**src/rtl/branch_pred_ctrl.sv**
```systemverilog
// -----------------------------------------------------------------------------
// branch_pred_ctrl
//
// Fetch-side next-PC controller. It owns a direct-mapped branch target buffer
// (valid, tag, target, 2-bit saturating counter per entry) that is looked up
// combinationally with the fetch PC. It also resolves execute-stage branches
// against the prediction that travelled down the pipe with them. From these it
// produces the 3-bit select code for the next-PC mux and the candidate
// addresses that mux needs.
//
// Ports
//   clk, rst          rising-edge clock, asynchronous active-high reset
//   if_pc             PC currently in fetch (lookup address)
//   hazard_stall      stall request from the hazard unit
//   ex_valid          execute instruction is live
//   ex_is_branch      execute instruction is a conditional branch / JAL
//   ex_pc             PC of the execute instruction (update address)
//   ex_taken          resolved direction
//   ex_target         resolved target
//   ex_pred_taken     prediction that was made for this instruction at fetch
//   pc_sel            next-PC mux select (PCMUX_* code)
//   predicted_target  BTB target for if_pc, 0 on miss
//   corr_pc4          ex_pc + 4, fall-through correction address
//   pred_taken        fetch-stage prediction, piped to execute
//   flush             squash IF/ID and ID/EX this cycle
//
// There is no handshake here. Every input is sampled each cycle. A BTB
// update happens on any rising edge where ex_valid && ex_is_branch is high.
// -----------------------------------------------------------------------------

`ifndef PCMUX_CURR_PC4
`define PCMUX_CURR_PC4 3'd0
`endif
`ifndef PCMUX_BRANCH
`define PCMUX_BRANCH   3'd1
`endif
`ifndef PCMUX_CORR_PC4
`define PCMUX_CORR_PC4 3'd2
`endif
`ifndef PCMUX_HAZARD
`define PCMUX_HAZARD   3'd3
`endif
`ifndef PCMUX_PRED_TGT
`define PCMUX_PRED_TGT 3'd4
`endif

module branch_pred_ctrl #(
  parameter int INDEX_BITS = 4,
  parameter int TAG_BITS   = 32 - 2 - INDEX_BITS
) (
  input  logic        clk,
  input  logic        rst,
  input  logic [31:0] if_pc,
  input  logic        hazard_stall,
  input  logic        ex_valid,
  input  logic        ex_is_branch,
  input  logic [31:0] ex_pc,
  input  logic        ex_taken,
  input  logic [31:0] ex_target,
  input  logic        ex_pred_taken,
  output logic [2:0]  pc_sel,
  output logic [31:0] predicted_target,
  output logic [31:0] corr_pc4,
  output logic        pred_taken,
  output logic        flush
);

  localparam int ENTRIES = 1 << INDEX_BITS;

  // BTB storage. Only valid and ctr are reset. A stale tag/target is never
  // observed while its valid bit is clear.
  logic [ENTRIES-1:0]  valid_q;
  logic [1:0]          ctr_q [ENTRIES];
  logic [TAG_BITS-1:0] tag_q [ENTRIES];
  logic [31:0]         tgt_q [ENTRIES];

  logic [INDEX_BITS-1:0] if_idx, ex_idx;
  logic [TAG_BITS-1:0]   if_tag, ex_tag;
  logic                  if_hit, ex_hit;
  logic                  ex_upd;
  logic                  mis_nt, mis_t;
  logic                  lookup_taken;

  // Instruction PCs are word aligned, so the low two bits carry no information.
  logic unused_pc_bits;
  assign unused_pc_bits = ^{if_pc[1:0], ex_pc[1:0]};

  assign if_idx = if_pc[INDEX_BITS+1:2];
  assign if_tag = if_pc[31:INDEX_BITS+2];
  assign ex_idx = ex_pc[INDEX_BITS+1:2];
  assign ex_tag = ex_pc[31:INDEX_BITS+2];

  // Lookup reads the registered table. A same-cycle update therefore
  // becomes visible only on the following cycle.
  assign if_hit       = valid_q[if_idx] && (tag_q[if_idx] == if_tag);
  assign lookup_taken = if_hit && ctr_q[if_idx][1];
  assign ex_hit       = valid_q[ex_idx] && (tag_q[ex_idx] == ex_tag);
  assign ex_upd       = ex_valid && ex_is_branch;

  // A taken branch is a missed-taken redirect in three cases: it was not
  // predicted taken, the prediction came from an entry that has since been
  // replaced, or the stored target no longer matches the resolved target.
  assign mis_nt = ex_upd && ex_taken &&
                  (!ex_pred_taken || !ex_hit || (tgt_q[ex_idx] != ex_target));
  assign mis_t  = ex_upd && !ex_taken && ex_pred_taken;

  assign corr_pc4 = ex_pc + 32'd4;

  always_comb begin
    pc_sel           = `PCMUX_CURR_PC4;
    pred_taken       = 1'b0;
    flush            = 1'b0;
    predicted_target = 32'd0;
    if (!rst) begin
      flush            = mis_nt || mis_t;
      predicted_target = if_hit ? tgt_q[if_idx] : 32'd0;
      // The fetched instruction is squashed on a flush, so its prediction is
      // dropped rather than carried down the pipe.
      pred_taken       = lookup_taken && !(mis_nt || mis_t);
      if (mis_nt)            pc_sel = `PCMUX_BRANCH;
      else if (mis_t)        pc_sel = `PCMUX_CORR_PC4;
      else if (hazard_stall) pc_sel = `PCMUX_HAZARD;
      else if (lookup_taken) pc_sel = `PCMUX_PRED_TGT;
      else                   pc_sel = `PCMUX_CURR_PC4;
    end
  end

  // Valid bits and direction counters.
  always_ff @(posedge clk or posedge rst) begin
    if (rst) begin
      valid_q <= '0;
      for (int i = 0; i < ENTRIES; i++) ctr_q[i] <= 2'b00;
    end else if (ex_upd) begin
      if (ex_hit) begin
        if (ex_taken) begin
          if (ctr_q[ex_idx] != 2'b11) ctr_q[ex_idx] <= ctr_q[ex_idx] + 2'b01;
        end else begin
          if (ctr_q[ex_idx] != 2'b00) ctr_q[ex_idx] <= ctr_q[ex_idx] - 2'b01;
        end
      end else if (ex_taken) begin
        // Allocate as weakly taken. This replaces any aliasing entry.
        valid_q[ex_idx] <= 1'b1;
        ctr_q[ex_idx]   <= 2'b10;
      end
    end
  end

  // Tag and target. Both are written on every taken resolution. On a hit the
  // tag write is a no-op and the target tracks the latest destination.
  always_ff @(posedge clk) begin
    if (ex_upd && ex_taken) begin
      tag_q[ex_idx] <= ex_tag;
      tgt_q[ex_idx] <= ex_target;
    end
  end

endmodule
```
**config.mk**
```make
export PLATFORM = sky130hd
export DESIGN_NAME = branch_pred_ctrl
export DESIGN_NICKNAME = d
export VERILOG_FILES = /design/src/rtl/branch_pred_ctrl.sv
export SDC_FILE = /design/constraint.sdc
export NUM_CORES = 1
export LEC_CHECK = 0
export BUFFER_PORTS_ARGS = -buffer_cell sky130_fd_sc_hd__buf_2
export CAP_MARGIN = 20
export CORE_MARGIN = 3
export CORE_UTILIZATION = 45
export CTS_CLUSTER_SIZE = 30
export DETAILED_ROUTE_END_ITERATION = 6
export GPL_TIMING_DRIVEN = 0
export PLACE_DENSITY = 0.68
export SLEW_MARGIN = 30
export SYNTH_ARGS = -nofsm -noshare
export SYNTH_HDL_FRONTEND = slang
export SYNTH_SLANG_ARGS = --single-unit
export TNS_END_PERCENT = 30
```
**constraint.sdc**
```tcl
create_clock -name clk -period 5 [get_ports clk]
set_clock_uncertainty 0.15 [all_clocks]
set_input_delay 0.75 -clock clk [delete_from_list [all_inputs] [get_ports clk]]
set_output_delay 0.75 -clock clk [all_outputs]
set_load 0.01 [all_outputs]
```
# Word-level counts from Yosys, hierarchy flattened
# Memory sizes are Yosys's and may differ from the RTL's.
# Cells that the tools add are included.
# word_totals
reg_bits	48
latch_bits	0
ramBits	928
romBits	0
in_bits	103
out_inout_bits	69
elab_cells	95
n_memories	2
# op_classes
n_addsub	3
mul	0
n_div	0
order_cmp	6
n_eq_ne	5
shift	0
n_mux	32
n_bitwise	7
reduce_logical	23
# mem_list
memory	depth	width	rd	rd_ports_with_merged_regs	wr	line	rtl
tgt_q	16	32	2	0	1	75	logic [31:0] tgt_q [ENTRIES];
tag_q	16	26	2	0	1	74	logic [TAG_BITS-1:0] tag_q [ENTRIES];
# op_table
op	n
$mux 32	7
$bwmux 32	2
$eq 26x26->1	2
$add 32x3->32 const B	1
$ne 32x32->1	1
$or 16x16->16	2
$and 16x16->16	1
$bmux 2 s4	2
$not 16->16	1
$mux 3	5
$logic_and 1x1->1	11
$ge 5x5->1 const B	2
$lt 4x5->1 const B	2
$mux 2	5
$not 4->5	2
$bmux 1 s4	2
$demux 2 s4	1
$mux 1	7
$reduce_bool 2->1	3
$lt 5x1->1 const B	1
$demux 1 s4	1
$ge 4x1->1 const B	1
$logic_not 1->1	4
$reduce_and 4->1	1
other kinds (7)	9

# Logic depth before layout (Yosys ltp)
# depth
ltp_word	11
depth_mapped	20
mapped_depth_nobuf	9

# Worst setup path before layout
# No wires, ideal clock.
# synth_path
path_kind	input -> register
startpoint	input ex_pc[2]
endpoint	register ctr_q[18] in the netlist's numbering
setup_time_ps	125
arrival_ps	6167
t_required_ps	4725
slack_ps	-1442
stages	17
path_buffers	11
cell_sequence	buf_6 > buf_8 > buf_6 > buf_6 > buf_6 > buf_4 > buf_4 > buf_6 > buf_2 > buf_4 > inv_1 > ha_1 > buf_2 > nand2_1 > nor2_1 > a22o_1 > mux2_2
# synth_between
elab_chain_len	9
word_cells_on_any_way	31
classes_between	add/sub (2); order compare (2); eq/ne (3); mux (14); bitwise (3); reduce/logical (6); memory (1)
# synth_rtl
item	line	rtl
from (decl)	57	input logic [31:0] ex_pc,
$not 4->5 (implied by the code)	136, 138, 143	
$bmux 2 s4 (tied with other cells)	136, 138	
$mux 2 (implied by the code) or $logic_and 1x1->1 (tied branches)	136, 138, 143	
$mux 2, on equally long branches	136, 138, 143	
$sub 2x1->2 (tied with other cells)	138	if (ctr_q[ex_idx] != 2'b00) ctr_q[ex_idx] <= ctr_q[ex_idx] - 2'b01;
$bwmux 32 (tied with other cells)	138	
$mux 32 (tied with other cells)	138	
$mux 32, on equally long branches	135, 140	
$mux 32	134	if (ex_hit) begin
to (signal, indexed assignment)	143	ctr_q[ex_idx] <= 2'b10;
to (decl)	73	logic [1:0] ctr_q [ENTRIES];
# Several ways; a longest one is shown, not always the timed one. The select of a mux whose other input is x is not followed.
# A chain may end at the register's enable or synchronous reset.

# Worst setup path in the final report
# layout_path
startpoint	input ex_pc[2]
endpoint	output pc_sel[2]
# layout_between
elab_chain_len	9
word_cells_on_any_way	13
classes_between	eq/ne (2); mux (4); reduce/logical (5); memory (2)
# layout_rtl
item	line	rtl
$mem_v2 16x26 or $bmux 1 s4 (tied branches)	--	
$eq 26x26->1 or $mux 1 (tied branches)	97	assign ex_hit = valid_q[ex_idx] && (tag_q[ex_idx] == ex_tag);
$logic_and 1x1->1	97	
$logic_not 1->1	104	(!ex_pred_taken || !ex_hit || (tgt_q[ex_idx] != ex_target));
$logic_or 1x1->1	104	
$logic_or 1x1->1 *	104	
$logic_and 1x1->1 *	103	assign mis_nt = ex_upd && ex_taken &&
$mux 3 *	120	if (mis_nt) pc_sel = `PCMUX_BRANCH;
$mux 3 *	114	if (!rst) begin
to (decl)	61	output logic [2:0] pc_sel,
# Every way passes the cells marked *; elsewhere a longest branch is shown, timed or not. The select of a mux whose other input is x is not followed.

==> summary.md <==
| Metric | Value |
|---|---|
| Starting Density | `0.4553` |
| WL per Instance | `38.79 microns` |
| Crit end category | `output port` |
| Crit Path Max Fanout | `7` |
| Vias | `30010` |
| Setup TNS | `-9370 ps` |
| Synth Cell Area | `between 40000 and 50000 sq um` |
| DRC viols | `0` |
| I/O Pins | `172` |
| Leakage power | `between 15 and 20 nW` |
| Most frequent CP cell | `buf_16` |
| Hpwl dp | `roughly 110000 microns` |
| Slew headroom | `0.2884` |
| Die W | `330.3 microns` |
| Longest Clk Path Bufs | `3` |
| Global-route wire length before repair | `230200 microns` |
| H-tree depth | `3` |
| Most used DFF post-synth | `edfxtp_1` |
| Crit path launch type | `primary input` |
| Setup violations, final | `57` |
| Area Overhead vs Synth | `23.27%` |
| Worst vdd ir | `about 0.00034 V` |
| Filler cells | `between 7000 and 8000` |
| Worst-Margin Slew | `~1100 ps` |
| Hold_buf cts | `0` |
| Area of the core | `around 100000 sq um` |
| Placed instance area | `about 52000 sq um` |
| Post-DRT Antenna Nets | `0` |
| Final period util | `1.138` |
| Worst Path Buf+Inv | `11` |
| Wire length after detailed routing | `roughly 170000 microns` |
| Hold Vio Cnt, Final | `0` |
| Violated checks | `negative setup slack` |
| Avg Vias per Cell | `6.990` |
| Hold crit path type | `primary input to async pin` |
| Synth warnings | `0` |
| Full die area | `~110000 sq um` |
| Post-route cell area | `about 58000 sq um` |
| Number of global-route vias before repair | `between 20000 and 30000` |
| Total power draw | `18.87 mW` |
| Seq/Total Area, Yosys | `0.6142` |
| Synth cell types | `70` |
| Post-layout minimum cycle time | `around 5700 ps` |
| Clock root cell | `clkbuf_16` |
| Placed Cells | `between 4000 and 5000` |
| Post-synthesis cell count | `2392` |
| #FFs+latches synth | `slightly below 1000` |
| Initial antenna violation count | `10` |
| Delay of the slowest critical-path stage | `~480 ps` |
| RSZ-0062 raised after global routing | `yes` |
| Synthesized Nets | `2501` |
| Post-synth EDFFs | `~930` |
| Outcome | `finished with violations` |
| Ys async rst share | `0.04918` |
| Skew-Pair Late Insertion Delay | `roughly 690 ps` |
| DR pass1 iterations | `5` |
| CP max stage cell | `mux4_2` |
| CTS Sinks | `slightly below 1000` |
| CTS clk-pin slew, worst paths | `~70 ps` |
| Pin count of the biggest net entering global routing | `33` |
| Die H | `around 330 microns` |
| Final #Nets | `~3000` |
| Worst path arrival time | `4790 ps` |
| Total track usage | `0.3039` |
| Uppermost layer routed | `met5` |
| Post-Syn Area per Cell | `a little under 20 sq um` |
| Power per Cell Area | `approximately 320 nW/um^2` |
| WS Path Type | `primary input to output port` |
| Met1 WL | `58790 microns` |
| Fin cells | `4294` |
| Final worst setup slack | `-687.9 ps` |
| Crit-path cells | `buf_12 -> buf_12 -> buf_12 -> buf_16 -> buf_16 -> buf_16 -> buf_16 -> buf_16 -> buf_4 -> mux4_2 -> mux4_2 -> xnor2_1 -> nand4_1 -> nor4b_4 -> buf_6 -> and4_4 -> a211o_4 -> and4bb_1 -> buf_2` |
| RePlAce Congestion | `slightly below 1` |
| Peak Freq | `between 0.15 and 0.2 GHz` |
| Delay-heaviest family, CP | `buffers and inverters` |
| Critical Path RT | `~4100 ps` |
| Number of max-cap violations | `0` |
| Met3 wire length | `about 19000 microns` |
| Reg2reg start | `tag_q[3][4]$_DFFE_PP_` |
| CTS buffer count | `99` |
| Total grt overflow | `0` |
| Row cnt | `118` |
| Pins Over Slew Limit | `0` |
| Share of cells above drive strength 1 | `0.4532` |
| IO Port Bufs | `between 150 and 200` |
| WL met2 | `slightly below 80000 microns` |
| DRT iter0 DRCs | `~5000` |
| CTS tree | `done` |
| Crit path launch | `ex_pc[2]` |
-- placed cells by master, fill, tap and decap left out, types with 11 or more instances in the layout --
cell type / n
edfxtp_1: 928
mux4_2: 533
buf_2: 156
clkbuf_16: 117
buf_16: 92
buf_4: 89
mux2i_1: 81
xnor2_1: 62
nand2_1: 57
clkbuf_1: 49
dfrtp_1: 48
buf_6: 47
nor2_1: 40
mux2_2: 39
buf_12: 35
nor2b_4: 30
xor2_1: 27
nand3_1: 26
inv_1: 26
a22oi_1: 20
a22o_1: 19
nor2_4: 19
clkinv_2: 18
buf_8: 17
a31o_2: 16
clkbuf_2: 15
nand4_1: 15
clkinv_1: 15
nor2b_1: 14
a21oi_1: 14
xnor2_2: 14
bufinv_16: 13
nor3_1: 11
-- cells by family after synthesis --
logic type	count (synthesis)	synth area share
AO/OA/AOI/OAI	167	0.02710
XOR/XNOR	107	0.01980
adder cells (fa/ha/maj)	6	0.001586
buffers and inverters	205	0.02171
flip-flops	976	0.6142
multiplexers	674	0.2881
AND/OR/NAND/NOR	257	0.02750
-- what timing repair did --
item,in CTS,in global routing
endpoints found under the setup margin,330,64
buffers inserted,58,30
gates cloned,4,2
resized for setup,387,55
pin swaps,21,16
-- worst reg2reg max path: stages (launching register included) --
cell,delay (ps)
edfxtp_1,380
mux4_2,520
mux2i_1,340
nor3_1,90
or4_1,600
nor3_1,250
o2111ai_1,430
or3_1,580
clkbuf_1,250
clkbuf_4,250
a22o_1,270
mux2_1,330
-- final cells by class --
class	count	area, sq um	area share
Buffer	173	2100	0.03599
Timing Repair Buffer	338	4089	0.07009
Multi-Input combinational cell	1211	17960	0.3079
Clock buffer	124	2635	0.04517
Antenna cell	6	15.01	0.0002574
Sequential cell	976	29070	0.4983
Tap cell	1380	1727	0.02960
Clock inverter	57	629.4	0.01079
Inverter	29	113.9	0.001952
-- through the flow --
stage	hold WS (ps)	setup WS (ps)	utilization
after floorplan	302.6	-725.7	-
after global placement	312.9	-6466	0.4808
after detailed placement	324.4	-3215	0.5021
after CTS	10.20	-669.9	0.5555
after global routing	39.88	-679.8	0.5612
final	47.24	-687.9	0.5613
-- where the power goes --
part	internal [mW]	switching, mW	total [mW]
Sequential	9.05	0.0694	9.12
Combinational	0.980	1.18	2.16
Clock	4.40	3.19	7.59
Total	14.4	4.44	18.9
-- registers in the layout (all words and copies together) (netlist names) --
| name | cells |
|---|---|
| ctr_q | 32 |
| tag_q | 416 |
| tgt_q | 512 |
| valid_q | 16 |
-- worst paths after layout --
check | end | slack [ps] | cells after the start
max reg2reg | ctr_q[5]$_DFFE_PP0P_ | 440 | 11
max | pc_sel[2] | -690 | 19
min | valid_q[7]$_DFFE_PP0P_ | 50 | 2
min reg2reg | ctr_q[8]$_DFFE_PP0P_ | 340 | 1
max in group asynchronous | ctr_q[23]$_DFFE_PP0P_ | 4140 | 3
min in group clk | tag_q[6][14]$_DFFE_PP_ | 300 | 1
-- layer usage --
metal / track usage / vias up
li1: - / 11210
met1: 0.4047 / 15850
met2: 0.4866 / 2507
met3: 0.06326 / 439
met4: 0.1369 / 6
met5: 0 / -
-- cells in the mapped netlist (7+ instances only) --
library cell  instances  area [sq um]
edfxtp_1            928         27870
mux4_2              532         11980
mux2i_1              88         880.8
xnor2_1              77         674.4
clkbuf_1             69         259.0
nor2_1               62         232.7
nand2_1              57         214.0
dfrtp_1              48          1201
nor2b_1              44         275.3
buf_1                40         150.1
mux2_2               39         439.2
xor2_1               30         262.8
buf_2                29         145.1
nand3_1              28         140.1
inv_1                27         101.4
buf_4                22         165.2
a22oi_1              20         150.1
a22o_1               19         166.4
a21oi_1              17         85.08
a31o_2               16         140.1
nand4_1              15         93.84
nor3_1               13         65.06
a211oi_1             11         82.58
buf_6                11         123.9
mux4_1               10         262.8
o21ai_0               9         45.04
and3_1                8         50.05
o2111ai_1             8         70.07
o22ai_1               8         50.05
or3_1                 7         43.79
No activity file was read; power rests on OpenSTA's default activity.
